**src/rtl/vga_fb_arbiter.sv**
```systemverilog
`timescale 1ns/1ps
`default_nettype none
// ============================================================================
//  Module   : vga_fb_arbiter
//  Purpose  : Shares one single-port pixel RAM between display scanout
//             (prefetched into a small FIFO) and a host/drawing writer.
//             Each frame-buffer pixel is replicated over a 2^SCALE_SHIFT
//             square of screen pixels.
//  Options  : FB_PAGE_FLIP_EN - two display pages; page_sel is latched at
//             frame restart and selects the scanout base address.
//  Revision : 1.0 - initial release
// ============================================================================
module vga_fb_arbiter #(
    parameter int H_ACTIVE    = 640,
    parameter int V_ACTIVE    = 480,
    parameter int SCALE_SHIFT = 2,
    parameter int ADDR_W      = 16,
    parameter int FIFO_DEPTH  = 4
) (
    input  logic              clk_25,
    input  logic              reset,
    input  logic [9:0]        h_count,
    input  logic [9:0]        v_count,
    input  logic              bright,
    input  logic              wr_req,
    input  logic [ADDR_W-1:0] wr_addr,
    input  logic [2:0]        wr_data,
    output logic              wr_ack,
    output logic [ADDR_W-1:0] mem_addr,
    output logic              mem_we,
    output logic [2:0]        mem_wdata,
    input  logic [2:0]        mem_rdata,
    input  logic              page_sel,
    output logic [2:0]        rgb,
    output logic              underrun
);

    localparam int c_FB_W    = H_ACTIVE >> SCALE_SHIFT;
    localparam int c_FB_H    = V_ACTIVE >> SCALE_SHIFT;
    localparam int c_FB_SIZE = c_FB_W * c_FB_H;
    localparam int c_COL_W   = $clog2(c_FB_W);
    localparam int c_ROW_W   = $clog2(c_FB_H);
    localparam int c_REP_W   = (SCALE_SHIFT > 0) ? SCALE_SHIFT : 1;
    localparam int c_PTR_W   = $clog2(FIFO_DEPTH);
    localparam int c_CNT_W   = c_PTR_W + 1;
    localparam int c_OCC_W   = c_CNT_W + 1;
`ifdef FB_PAGE_FLIP_EN
    localparam int c_PAGES   = 2;
`else
    localparam int c_PAGES   = 1;
`endif
    localparam logic [ADDR_W:0]  c_WR_LIMIT  = (ADDR_W+1)'(c_PAGES * c_FB_SIZE);
    localparam logic [9:0]       c_V_RESTART = 10'(V_ACTIVE);
    localparam logic [9:0]       c_H_MASK    = 10'((1 << SCALE_SHIFT) - 1);
    localparam logic [c_COL_W-1:0] c_COL_LAST = c_COL_W'(c_FB_W - 1);
    localparam logic [c_ROW_W-1:0] c_ROW_LAST = c_ROW_W'(c_FB_H - 1);
    localparam logic [c_REP_W-1:0] c_REP_LAST = c_REP_W'((1 << SCALE_SHIFT) - 1);

    // Fetch pointers
    logic [c_COL_W-1:0] r_col;
    logic [c_ROW_W-1:0] r_row;
    logic [c_REP_W-1:0] r_rep;
    logic [ADDR_W-1:0]  r_row_addr;   // page base + row * FB_W
    logic               r_done;       // no more fetches until next restart

    // Read pipeline: r_rd_v = read address on the bus, r_ret_v = data returning
    logic               r_rd_v;
    logic               r_ret_v;

    // Scanout FIFO
    logic [2:0]         r_fifo [FIFO_DEPTH];
    logic [c_PTR_W-1:0] r_wptr;
    logic [c_PTR_W-1:0] r_rptr;
    logic [c_CNT_W-1:0] r_count;

    // Registered outputs
    logic [ADDR_W-1:0]  r_mem_addr;
    logic               r_mem_we;
    logic [2:0]         r_mem_wdata;
    logic               r_wr_ack;
    logic [2:0]         r_rgb;
    logic               r_underrun;

    logic               w_restart;
    logic [c_OCC_W-1:0] w_occ;
    logic               w_can_fetch;
    logic               w_rd_urgent;
    logic               w_wr_grant;
    logic               w_rd_opp;
    logic               w_rd_issue;
    logic [ADDR_W-1:0]  w_fetch_addr;
    logic [ADDR_W-1:0]  w_page_base;
    logic               w_fifo_empty;
    logic               w_push;
    logic               w_pop;

`ifdef FB_PAGE_FLIP_EN
    assign w_page_base = page_sel ? ADDR_W'(c_FB_SIZE) : '0;
`else
    logic  w_unused_page;
    assign w_unused_page = page_sel;
    assign w_page_base   = '0;
`endif

    // Arbitration: urgent read > write > opportunistic read > idle.
    // A write is not re-granted while its ack is out, since the writer's
    // request in that cycle still belongs to the transfer just granted.
    always_comb begin
        w_restart    = (v_count == c_V_RESTART) && (h_count == 10'd0);
        w_occ        = c_OCC_W'(r_count) + c_OCC_W'(r_rd_v) + c_OCC_W'(r_ret_v);
        w_can_fetch  = !r_done && !w_restart;
        w_rd_urgent  = w_can_fetch && (w_occ < c_OCC_W'(2));
        w_wr_grant   = !w_rd_urgent && wr_req && !r_wr_ack;
        w_rd_opp     = !w_rd_urgent && !w_wr_grant && w_can_fetch
                       && (w_occ < c_OCC_W'(FIFO_DEPTH));
        w_rd_issue   = w_rd_urgent || w_rd_opp;
        w_fetch_addr = r_row_addr + ADDR_W'(r_col);
        w_fifo_empty = (r_count == '0);
        w_push       = r_ret_v && !w_restart;
        w_pop        = bright && ((h_count & c_H_MASK) == c_H_MASK) && !w_fifo_empty;
    end

    // Fetch pointer walk: columns, then row repeats, then rows
    always_ff @(posedge clk_25 or posedge reset) begin
        if (reset) begin
            r_col      <= '0;
            r_row      <= '0;
            r_rep      <= '0;
            r_row_addr <= '0;
            r_done     <= 1'b1;
        end else if (w_restart) begin
            r_col      <= '0;
            r_row      <= '0;
            r_rep      <= '0;
            r_row_addr <= w_page_base;
            r_done     <= 1'b0;
        end else if (w_rd_issue) begin
            if (r_col == c_COL_LAST) begin
                r_col <= '0;
                if (r_rep == c_REP_LAST) begin
                    r_rep <= '0;
                    if (r_row == c_ROW_LAST) begin
                        r_done <= 1'b1;
                    end else begin
                        r_row      <= r_row + c_ROW_W'(1);
                        r_row_addr <= r_row_addr + ADDR_W'(c_FB_W);
                    end
                end else begin
                    r_rep <= r_rep + c_REP_W'(1);
                end
            end else begin
                r_col <= r_col + c_COL_W'(1);
            end
        end
    end

    // RAM port drive and read-pipeline tracking
    always_ff @(posedge clk_25 or posedge reset) begin
        if (reset) begin
            r_mem_addr  <= '0;
            r_mem_we    <= 1'b0;
            r_mem_wdata <= '0;
            r_wr_ack    <= 1'b0;
            r_rd_v      <= 1'b0;
            r_ret_v     <= 1'b0;
        end else begin
            r_wr_ack <= w_wr_grant;
            r_rd_v   <= w_rd_issue;
            r_ret_v  <= r_rd_v && !w_restart;
            if (w_rd_issue) begin
                r_mem_we   <= 1'b0;
                r_mem_addr <= w_fetch_addr;
            end else if (w_wr_grant) begin
                r_mem_addr  <= wr_addr;
                r_mem_wdata <= wr_data;
                r_mem_we    <= ({1'b0, wr_addr} < c_WR_LIMIT);
            end else begin
                r_mem_we <= 1'b0;
            end
        end
    end

    // FIFO storage (contents are don't-care while empty)
    always_ff @(posedge clk_25) begin
        if (w_push) begin
            r_fifo[r_wptr] <= mem_rdata;
        end
    end

    // FIFO pointers, pixel output and sticky starvation flag
    always_ff @(posedge clk_25 or posedge reset) begin
        if (reset) begin
            r_wptr     <= '0;
            r_rptr     <= '0;
            r_count    <= '0;
            r_rgb      <= '0;
            r_underrun <= 1'b0;
        end else begin
            if (w_restart) begin
                r_wptr  <= '0;
                r_rptr  <= '0;
                r_count <= '0;
            end else begin
                if (w_push) r_wptr <= r_wptr + c_PTR_W'(1);
                if (w_pop)  r_rptr <= r_rptr + c_PTR_W'(1);
                r_count <= r_count + c_CNT_W'(w_push) - c_CNT_W'(w_pop);
            end
            if (bright && !w_fifo_empty) begin
                r_rgb <= r_fifo[r_rptr];
            end else begin
                r_rgb <= '0;
            end
            if (bright && w_fifo_empty) begin
                r_underrun <= 1'b1;
            end
        end
    end

    assign mem_addr  = r_mem_addr;
    assign mem_we    = r_mem_we;
    assign mem_wdata = r_mem_wdata;
    assign wr_ack    = r_wr_ack;
    assign rgb       = r_rgb;
    assign underrun  = r_underrun;

endmodule
`default_nettype wire

```
**config.mk**
```make
export PLATFORM = sky130hd
export DESIGN_NAME = vga_fb_arbiter
export DESIGN_NICKNAME = d
export VERILOG_FILES = /design/src/rtl/vga_fb_arbiter.sv
export SDC_FILE = /design/constraint.sdc
export NUM_CORES = 1
export LEC_CHECK = 0
export BUFFER_PORTS_ARGS = -buffer_cell sky130_fd_sc_hd__buf_4
export CAP_MARGIN = 20
export CORE_UTILIZATION = 34
export CTS_CLUSTER_SIZE = 12
export DETAILED_ROUTE_END_ITERATION = 16
export PLACE_DENSITY = 0.65
export SYNTH_ARGS = -nofsm -noshare
export SYNTH_HDL_FRONTEND = slang
export SYNTH_SLANG_ARGS = --single-unit
```
**constraint.sdc**
```tcl
create_clock -name clk_25 -period 6.9 [get_ports clk_25]
set_input_delay 0.69 -clock clk_25 [delete_from_list [all_inputs] [get_ports clk_25]]
set_output_delay 0.69 -clock clk_25 [all_outputs]
set_load 0.05 [all_outputs]
```
==> out/qor.log, run 1 <==
qor: synthesis.mappedNetlistNets 406
qor: floorplan.fp.coreArea 0.0109 mm^2
qor: cells_and_area.layout-drive-gt1-share 0.252
qor: grt.grt_total_ovfl 0
qor: cells_and_area.utilization 0.430
qor: cells_and_area.final_cell_mix sky130_fd_sc_hd__buf_4, sky130_fd_sc_hd__dfrtp_1, sky130_fd_sc_hd__nor2_1
qor: timing.setup_violations 0
qor: critical_path.cp_data_arrival_time 3.77 ns
qor: cts.clk_latency 0.35 ns
qor: synthesis.synthesis.area 0.00382 mm^2
qor: cts.cts-htree-levels 3
qor: cts.clkTransAtPathRegs 0.08 ns
qor: critical_path.slowest_delay 0.72 ns
qor: grt.number_of_global_route_vias_before_repair 2875
qor: route.route.detailed.wl_per_inst 15.2 um
qor: route.vias_per_cell 5.25
qor: critical_path.path_cells ha_1 -> a21oi_2 -> inv_1 -> ha_1 -> nand3b_1 -> o2111a_1 -> o21ai_1 -> and2_1 -> a221o_1
qor: placed_design.placedCellCount 541
qor: synthesis.synth-async-reset-ratio 0.840
qor: route.vias 2923
qor: cts.clock_tree.buffer_depth 2
qor: cells_and_area.finalNetCount 476
qor: cts.post_cts_resized 0
qor: floorplan.fp.dieArea 0.0117 mm^2
qor: critical_path.startpoint_type flop
qor: placed_design.dp_hpwl 5.99 mm
qor: synthesis.ys.warnings.count 0
qor: timing.fin_setup_tns 0 ns
qor: critical_path.crit_required 7.15 ns
qor: cts.post_cts_hold_buffer_count 0
qor: floorplan.io-pin-count 72
qor: route.drt_drc_violations_left 0
qor: route.dr.pass1.iters 4
qor: route.final_antenna_net_count 0
qor: power.power-per-cell-area 250 mW/mm^2
qor: timing.max_slew_violations 0
qor: min_path.worstHoldPathCells 1
qor: cells_and_area.instances_no_fill 557
qor: critical_path.crit_cells 9
qor: critical_path.worstPathBufferInverterCount 1
qor: synthesis.ys_dominant_reg_cell sky130_fd_sc_hd__dfrtp_1
qor: grt.maximum_number_of_pins_on_one_net_before_global_route_repair 64
qor: min_path.min-delay-path-class flop to flop
qor: critical_path.ff2ff_path_depth 9
qor: cts.cts_inserted_buffers 9
qor: timing.tightest_slew 0.985 ns
qor: synthesis.synth_top_area_cell sky130_fd_sc_hd__dfrtp_1
qor: grt.grt_antenna_before_repair 0
qor: cells_and_area.mostFrequentLayoutCell sky130_fd_sc_hd__buf_4
qor: critical_path.worst-setup-path-type flop to flop
qor: outcome.run_status complete, no violations
qor: cells_and_area.area_delta_synth_final 22.3%
qor: timing.post-route-period-util 0.510
qor: timing.tmin_final 3.52 ns
qor: cts.cts_root_buffer sky130_fd_sc_hd__clkbuf_8
qor: placed_design.gpl.final_weighted_congestion 0.771
qor: flow_run.max_cap_violations 0
qor: synthesis.synth_sequential_area_ratio 0.507
qor: cts.tritoncts_num_sinks 75
qor: synthesis.synth.ff_latch_count 75
qor: critical_path.timing.critical_path.max_delay_family compound AO/OA/AOI/OAI gates
qor: floorplan.effective_utilization_at_floorplan 0.351
qor: synthesis.post_synth_top_area_share 0.406
qor: critical_path.worst_path_slowest_cell sky130_fd_sc_hd__o2111a_1
qor: floorplan.die_height 108 um
qor: grt.grt_first_pass_wirelength 13.8 mm
qor: critical_path.worstSetupEndpointType flop
qor: cts.tritoncts yes
qor: synthesis.synthesis.instances 342
qor: timing.timing.slew.headroom 0.343
qor: floorplan.placement_rows 38
qor: synthesis.ys_top_cells_by_area sky130_fd_sc_hd__dfrtp_1, sky130_fd_sc_hd__edfxtp_1, sky130_fd_sc_hd__ha_1, sky130_fd_sc_hd__a221o_1, sky130_fd_sc_hd__xnor2_1
qor: timing.finalClockSkew 0.00833 ns
qor: synthesis.post_synthesis_average_cell_area 11.2 um^2
qor: timing.final_count_of_hold_timing_violations 0
qor: placed_design.io_port_bufs 70
qor: power.reported_leakage_power 2.06 nW
qor: grt.globalRouteTotalUtil 0.154
qor: route.routed_wirelength 8.47 mm
qor: cells_and_area.antenna_cells_inserted 0
qor: timing.fmaxAchievable 284 MHz
qor: critical_path.cp_common_cell sky130_fd_sc_hd__ha_1
qor: cells_and_area.n_fill_cell 1022
qor: route.initialDrtViolationCount 163
qor: floorplan.die_width 108 um
qor: synthesis.synth_edf_count 12
qor: synthesis.synth.lib_cells_used.distinct 58
qor: timing.unrepaired_setup_endpoints_after_global_routing false
qor: cts.post_cts.repair.setup_buffers 0
qor: power.vdd_drop_max 0.150 mV
qor: critical_path.crit_fanout 19
power breakdown:
group / switching [W] / internal, W / total (W)
Combinational: 0.000156 / 0.000109 / 0.000265
Sequential: 0.0000391 / 0.000489 / 0.000528
Clock: 0.000170 / 0.000204 / 0.000374
Total: 0.000365 / 0.000802 / 0.00117
routing by layer:
| metal | global-route usage | vias to the layer above | share of wire | wire length [um] |
|---|---|---|---|---|
| li1 | - | 1403 | - | - |
| met1 | 0.192 | 1443 | 0.44 | 3740 |
| met2 | 0.257 | 62 | 0.50 | 4250 |
| met3 | 0.0277 | 15 | 0.036 | 306 |
| met4 | 0.0695 | 0 | 0.021 | 177 |
| met5 | 0 | - | 0 | 0 |
cell type report:
class / count / area, um^2 / share of cell area
Sequential cell: 75 / 1940 / 0.414
Multi-Input combinational cell: 241 / 1760 / 0.376
Timing Repair Buffer: 71 / 533 / 0.114
Tap cell: 140 / 175 / 0.0375
Clock buffer: 10 / 128 / 0.0273
Clock inverter: 6 / 90.1 / 0.0193
Inverter: 14 / 52.6 / 0.0112
flip-flops by register name (all words and copies together) (netlist names):
signal / flops
mem_we: 1
rgb: 3
mem_wdata: 3
r_wptr: 2
r_ret_v: 1
r_rptr: 2
r_col: 8
r_fifo: 12
r_count: 3
r_rd_v: 1
r_row: 7
wr_ack: 1
r_done: 1
r_rep: 2
mem_addr: 16
underrun: 1
r_row_addr: 11
per-stage QoR:
stage | power, W | hold slack [ns] | worst slack (ns) | area, um^2
floorplan | 0.000714 | 0.479 | 4.15 | 3820
global placement | 0.000796 | 0.439 | 3.49 | 4460
detailed placement | 0.000806 | 0.469 | 3.40 | 4460
CTS | 0.00118 | 0.480 | 3.39 | 4680
global route | 0.00122 | 0.486 | 3.15 | 4680
finish | 0.00117 | 0.484 | 3.38 | 4680
Yosys cell counts (2+ instances only):
cell                       count
sky130_fd_sc_hd__clkbuf_1      6
sky130_fd_sc_hd__nand2b_1      2
sky130_fd_sc_hd__ha_1         16
sky130_fd_sc_hd__mux2_1        3
sky130_fd_sc_hd__a21oi_1      19
sky130_fd_sc_hd__a21o_1        2
sky130_fd_sc_hd__edfxtp_1     12
sky130_fd_sc_hd__nor2b_1       5
sky130_fd_sc_hd__nor2_1       33
sky130_fd_sc_hd__xor2_1        7
sky130_fd_sc_hd__buf_4         2
sky130_fd_sc_hd__and3_1       11
sky130_fd_sc_hd__inv_1        13
sky130_fd_sc_hd__buf_2         3
sky130_fd_sc_hd__nand3_1       7
sky130_fd_sc_hd__nor4_1       10
sky130_fd_sc_hd__o21ai_0       2
sky130_fd_sc_hd__or4_1         6
sky130_fd_sc_hd__nand2_1      21
sky130_fd_sc_hd__dfrtp_1      62
sky130_fd_sc_hd__or3_1         5
sky130_fd_sc_hd__nand4_1       8
sky130_fd_sc_hd__o21ai_1       3
sky130_fd_sc_hd__a221o_1      16
sky130_fd_sc_hd__xnor2_1      18
sky130_fd_sc_hd__mux4_2        3
sky130_fd_sc_hd__nor3_1        6
sky130_fd_sc_hd__o31ai_1       5
sky130_fd_sc_hd__and2_1        4
sky130_fd_sc_hd__nor4b_1       2
sky130_fd_sc_hd__o211ai_1      3
final timing paths:
check                                    to  slack [ns]  startpoint
worst max-delay path            mem_addr[5]        3.38     r_ret_v
worst min-delay path               underrun        0.48    underrun
worst max register to register  mem_addr[5]        3.38     r_ret_v
worst min register to register     underrun        0.48    underrun
max in group asynchronous          r_col[1]        5.81       reset
min in group asynchronous            rgb[1]        0.56       reset
logic make-up after synthesis:
| group | share of synthesized area |
|---|---|
| simple gates | 0.193 |
| mux | 0.0291 |
| xor+xnor | 0.0615 |
| buf+inv | 0.0327 |
| compound gates | 0.119 |
| fa+ha+maj | 0.0576 |
| flops | 0.507 |
worst register-to-register path: stages (launching register included):
cell and delay [ns]:
sky130_fd_sc_hd__dfrtp_1 0.48, sky130_fd_sc_hd__ha_1 0.34, sky130_fd_sc_hd__a21oi_2 0.19, sky130_fd_sc_hd__inv_1 0.06, sky130_fd_sc_hd__ha_1 0.32, sky130_fd_sc_hd__nand3b_1 0.13
sky130_fd_sc_hd__o2111a_1 0.72, sky130_fd_sc_hd__o21ai_1 0.56, sky130_fd_sc_hd__and2_1 0.33, sky130_fd_sc_hd__a221o_1 0.28
(Power assumes the default switching activity.)
==> run 2, diff against run 1 <==
- PLACE_DENSITY: 0.65 -> 0.67
- clock period: 6.9 -> 3 ns (I/O delays scaled with it)
==> run 2 against run 1 <==
Effect of this change: combinational power grew 130%; setup slack got worse by 3.1 ns; clock-buffer cell count shrank 1; critical endpoint is now r_row_addr[14]; largest cell class unchanged.
==> out/qor.log, run 2 (same netlist as run 1, synthesis figures left out) <==
qor: grt.maximum_number_of_pins_on_one_net_before_global_route_repair 44 [was 64]
qor: floorplan.io-pin-count 72 [unchanged]
qor: power.reported_leakage_power 2.11 nW [was 2.06 nW]
qor: critical_path.crit_required 3.27 ns [was 7.15 ns]
qor: placed_design.placed_area 0.00453 mm^2 [was 0.00446 mm^2]
qor: grt.grt_first_pass_wirelength 13.6 mm [was 13.8 mm]
qor: route.drt_drc_violations_left 0 [unchanged]
qor: grt.globalRouteTotalUtil 0.151 [was 0.154]
qor: cells_and_area.antenna_cells_inserted 0 [unchanged]
qor: floorplan.fp.coreArea 0.0109 mm^2 [unchanged]
qor: critical_path.worst_path_slowest_cell sky130_fd_sc_hd__or4_1 [was sky130_fd_sc_hd__o2111a_1]
qor: outcome.run_status complete, no violations [unchanged]
qor: floorplan.die_width 108 um [unchanged]
qor: route.vias_per_cell 5.12 [was 5.25]
qor: grt.grt_antenna_before_repair 0 [unchanged]
qor: cells_and_area.mostFrequentLayoutCell sky130_fd_sc_hd__buf_4 [unchanged]
qor: cells_and_area.layout-drive-gt1-share 0.272 [was 0.252]
qor: cells_and_area.final_cell_mix sky130_fd_sc_hd__buf_4, sky130_fd_sc_hd__dfrtp_1, sky130_fd_sc_hd__nor2_1 [unchanged]
qor: cts.clkTransAtPathRegs 0.08 ns [about the same]
qor: timing.tmin_final 2.68 ns [was 3.52 ns]
qor: timing.fin_setup_tns 0 ns [unchanged]
qor: power.power-per-cell-area 551 mW/mm^2 [was 250 mW/mm^2]
qor: critical_path.slowest_delay 0.52 ns [was 0.72 ns]
qor: route.initialDrtViolationCount 184 [was 163]
qor: floorplan.effective_utilization_at_floorplan 0.351 [unchanged]
qor: route.final_antenna_net_count 0 [unchanged]
qor: min_path.min-delay-path-class input pin to flop [was flop to flop]
qor: flow_run.max_cap_violations 0 [unchanged]
qor: critical_path.startpoint_type flop [unchanged]
qor: critical_path.worstSetupEndpointType flop [unchanged]
qor: cells_and_area.finalNetCount 485 [was 476]
qor: cts.tritoncts yes [unchanged]
qor: critical_path.path_cells ha_1 -> a21oi_2 -> inv_1 -> ha_1 -> xnor2_2 -> o2111a_2 -> nand4_4 -> or4_1 -> a21oi_1 [was ha_1 -> a21oi_2 -> inv_1 -> ha_1 -> nand3b_1 -> o2111a_1 -> o21ai_1 -> and2_1 -> a221o_1]
qor: cts.clk_latency 0.35 ns [about the same]
qor: critical_path.worst-setup-path-type flop to flop [unchanged]
qor: route.dr.pass1.iters 4 [unchanged]
qor: route.vias 2899 [was 2923]
qor: timing.post-route-period-util 0.893 [was 0.510]
qor: cts.tritoncts_num_sinks 75 [unchanged]
qor: cells_and_area.n_fill_cell 1035 [was 1022]
qor: cts.cts_inserted_buffers 9 [unchanged]
qor: critical_path.worstPathBufferInverterCount 1 [unchanged]
qor: timing.final_count_of_hold_timing_violations 0 [unchanged]
qor: timing.fmaxAchievable 373 MHz [was 284 MHz]
qor: floorplan.placement_rows 38 [unchanged]
qor: cells_and_area.largest_register_ffs 16 [unchanged]
qor: timing.max_slew_violations 0 [unchanged]
qor: cells_and_area.design_area 0.00473 mm^2 [was 0.00468 mm^2]
qor: cts.cts_root_buffer sky130_fd_sc_hd__clkbuf_8 [unchanged]
qor: critical_path.crit_fanout 6 [was 19]
qor: cells_and_area.area_delta_synth_final 23.7% [was 22.3%]
qor: power.vdd_drop_max 0.330 mV [was 0.150 mV]
qor: critical_path.timing.critical_path.max_delay_family compound AO/OA/AOI/OAI gates [unchanged]
qor: route.routed_wirelength 8.22 mm [was 8.47 mm]
qor: critical_path.cp_common_cell sky130_fd_sc_hd__ha_1 [unchanged]
qor: grt.grt_total_ovfl 0 [unchanged]
qor: placed_design.dp_hpwl 6.03 mm [was 5.99 mm]
qor: cts.clock_tree.buffer_depth 2 [unchanged]
qor: route.route.detailed.wl_per_inst 14.5 um [was 15.2 um]
qor: cts.cts-htree-levels 3 [unchanged]
qor: placed_design.gpl.final_weighted_congestion 0.741 [was 0.771]
qor: timing.unrepaired_setup_endpoints_after_global_routing false [unchanged]
qor: placed_design.io_port_bufs 70 [unchanged]
qor: timing.setup_violations 0 [unchanged]
qor: grt.number_of_global_route_vias_before_repair 2898 [was 2875]
qor: timing.tightest_slew 0.892 ns [was 0.985 ns]
qor: floorplan.fp.dieArea 0.0117 mm^2 [unchanged]
qor: floorplan.die_height 108 um [unchanged]
qor: timing.timing.slew.headroom 0.404 [was 0.343]
qor: timing.finalClockSkew 0.0119 ns [was 0.00833 ns]
qor: critical_path.cp_data_arrival_time 2.95 ns [was 3.77 ns]
[run 2: cell types whose count changed in the layout (fill, tap and decap cells not counted)]
cell,change
sky130_fd_sc_hd__buf_4,+9
sky130_fd_sc_hd__bufinv_16,-1
sky130_fd_sc_hd__clkbuf_1,-1
sky130_fd_sc_hd__clkinv_2,+1
sky130_fd_sc_hd__clkinv_4,+1
sky130_fd_sc_hd__clkinvlp_4,-1
sky130_fd_sc_hd__inv_8,+1
sky130_fd_sc_hd__o2111a_1,-1
sky130_fd_sc_hd__o2111a_2,+1
[run 2: final cells by class]
cell class              count  area, um^2  area share
flip-flops and latches     75        1940       0.410
multi-input cells         241        1760       0.372
repair buffers             80         601       0.127
well taps                 140         175      0.0370
clock buffers               9         124      0.0262
clock inverters             7        77.6      0.0164
inverters                  14        52.6      0.0111
[run 2: repair_timing]
item                       in CTS  in global routing
hold buffers                    0                  0
buffers inserted                0                  0
setup endpoints to repair       0                  3
resized for setup               0                  1
[run 2: final timing paths]
path	start	end	slack, ns	depth (start not counted)
setup / recovery	r_count[0]	r_row_addr[14]	0.32	9
hold / removal	wr_addr[15]	mem_we	0.11	2
setup reg to reg	r_count[0]	r_row_addr[14]	0.32	9
hold reg to reg	underrun	underrun	0.47	1
max in group asynchronous	reset	r_row_addr[12]	2.04	3
min in group asynchronous	reset	rgb[0]	0.14	2
[run 2: where the power goes]
| part | internal (W) | switching (W) |
|---|---|---|
| Combinational | 0.000256 | 0.000357 |
| Sequential | 0.00112 | 0.0000863 |
| Clock | 0.000391 | 0.000393 |
[run 2: through the flow]
| step | power (W) | std cells | worst slack (ns) | hold WS [ns] | utilization |
|---|---|---|---|---|---|
| CTS | 0.00265 | 566 | 0.179 | 0.0931 | 0.434 |
| detailed placement | 0.00185 | 550 | 0.218 | 0.461 | 0.416 |
| global placement | 0.00183 | 550 | 0.272 | 0.443 | 0.416 |
| floorplan | 0.00164 | 342 | 0.452 | 0.367 | - |
| finish | 0.00261 | 566 | 0.321 | 0.112 | 0.434 |
| global route | 0.00276 | 566 | 0.113 | 0.0903 | 0.434 |
[run 2: per-layer routing]
metal  vias up  wire length, um  track usage
met5         -                0            0
met4         0               70       0.0352
met3         6              319       0.0386
met2        56             4210        0.266
met1      1418             3620        0.183
li1       1419                -            -
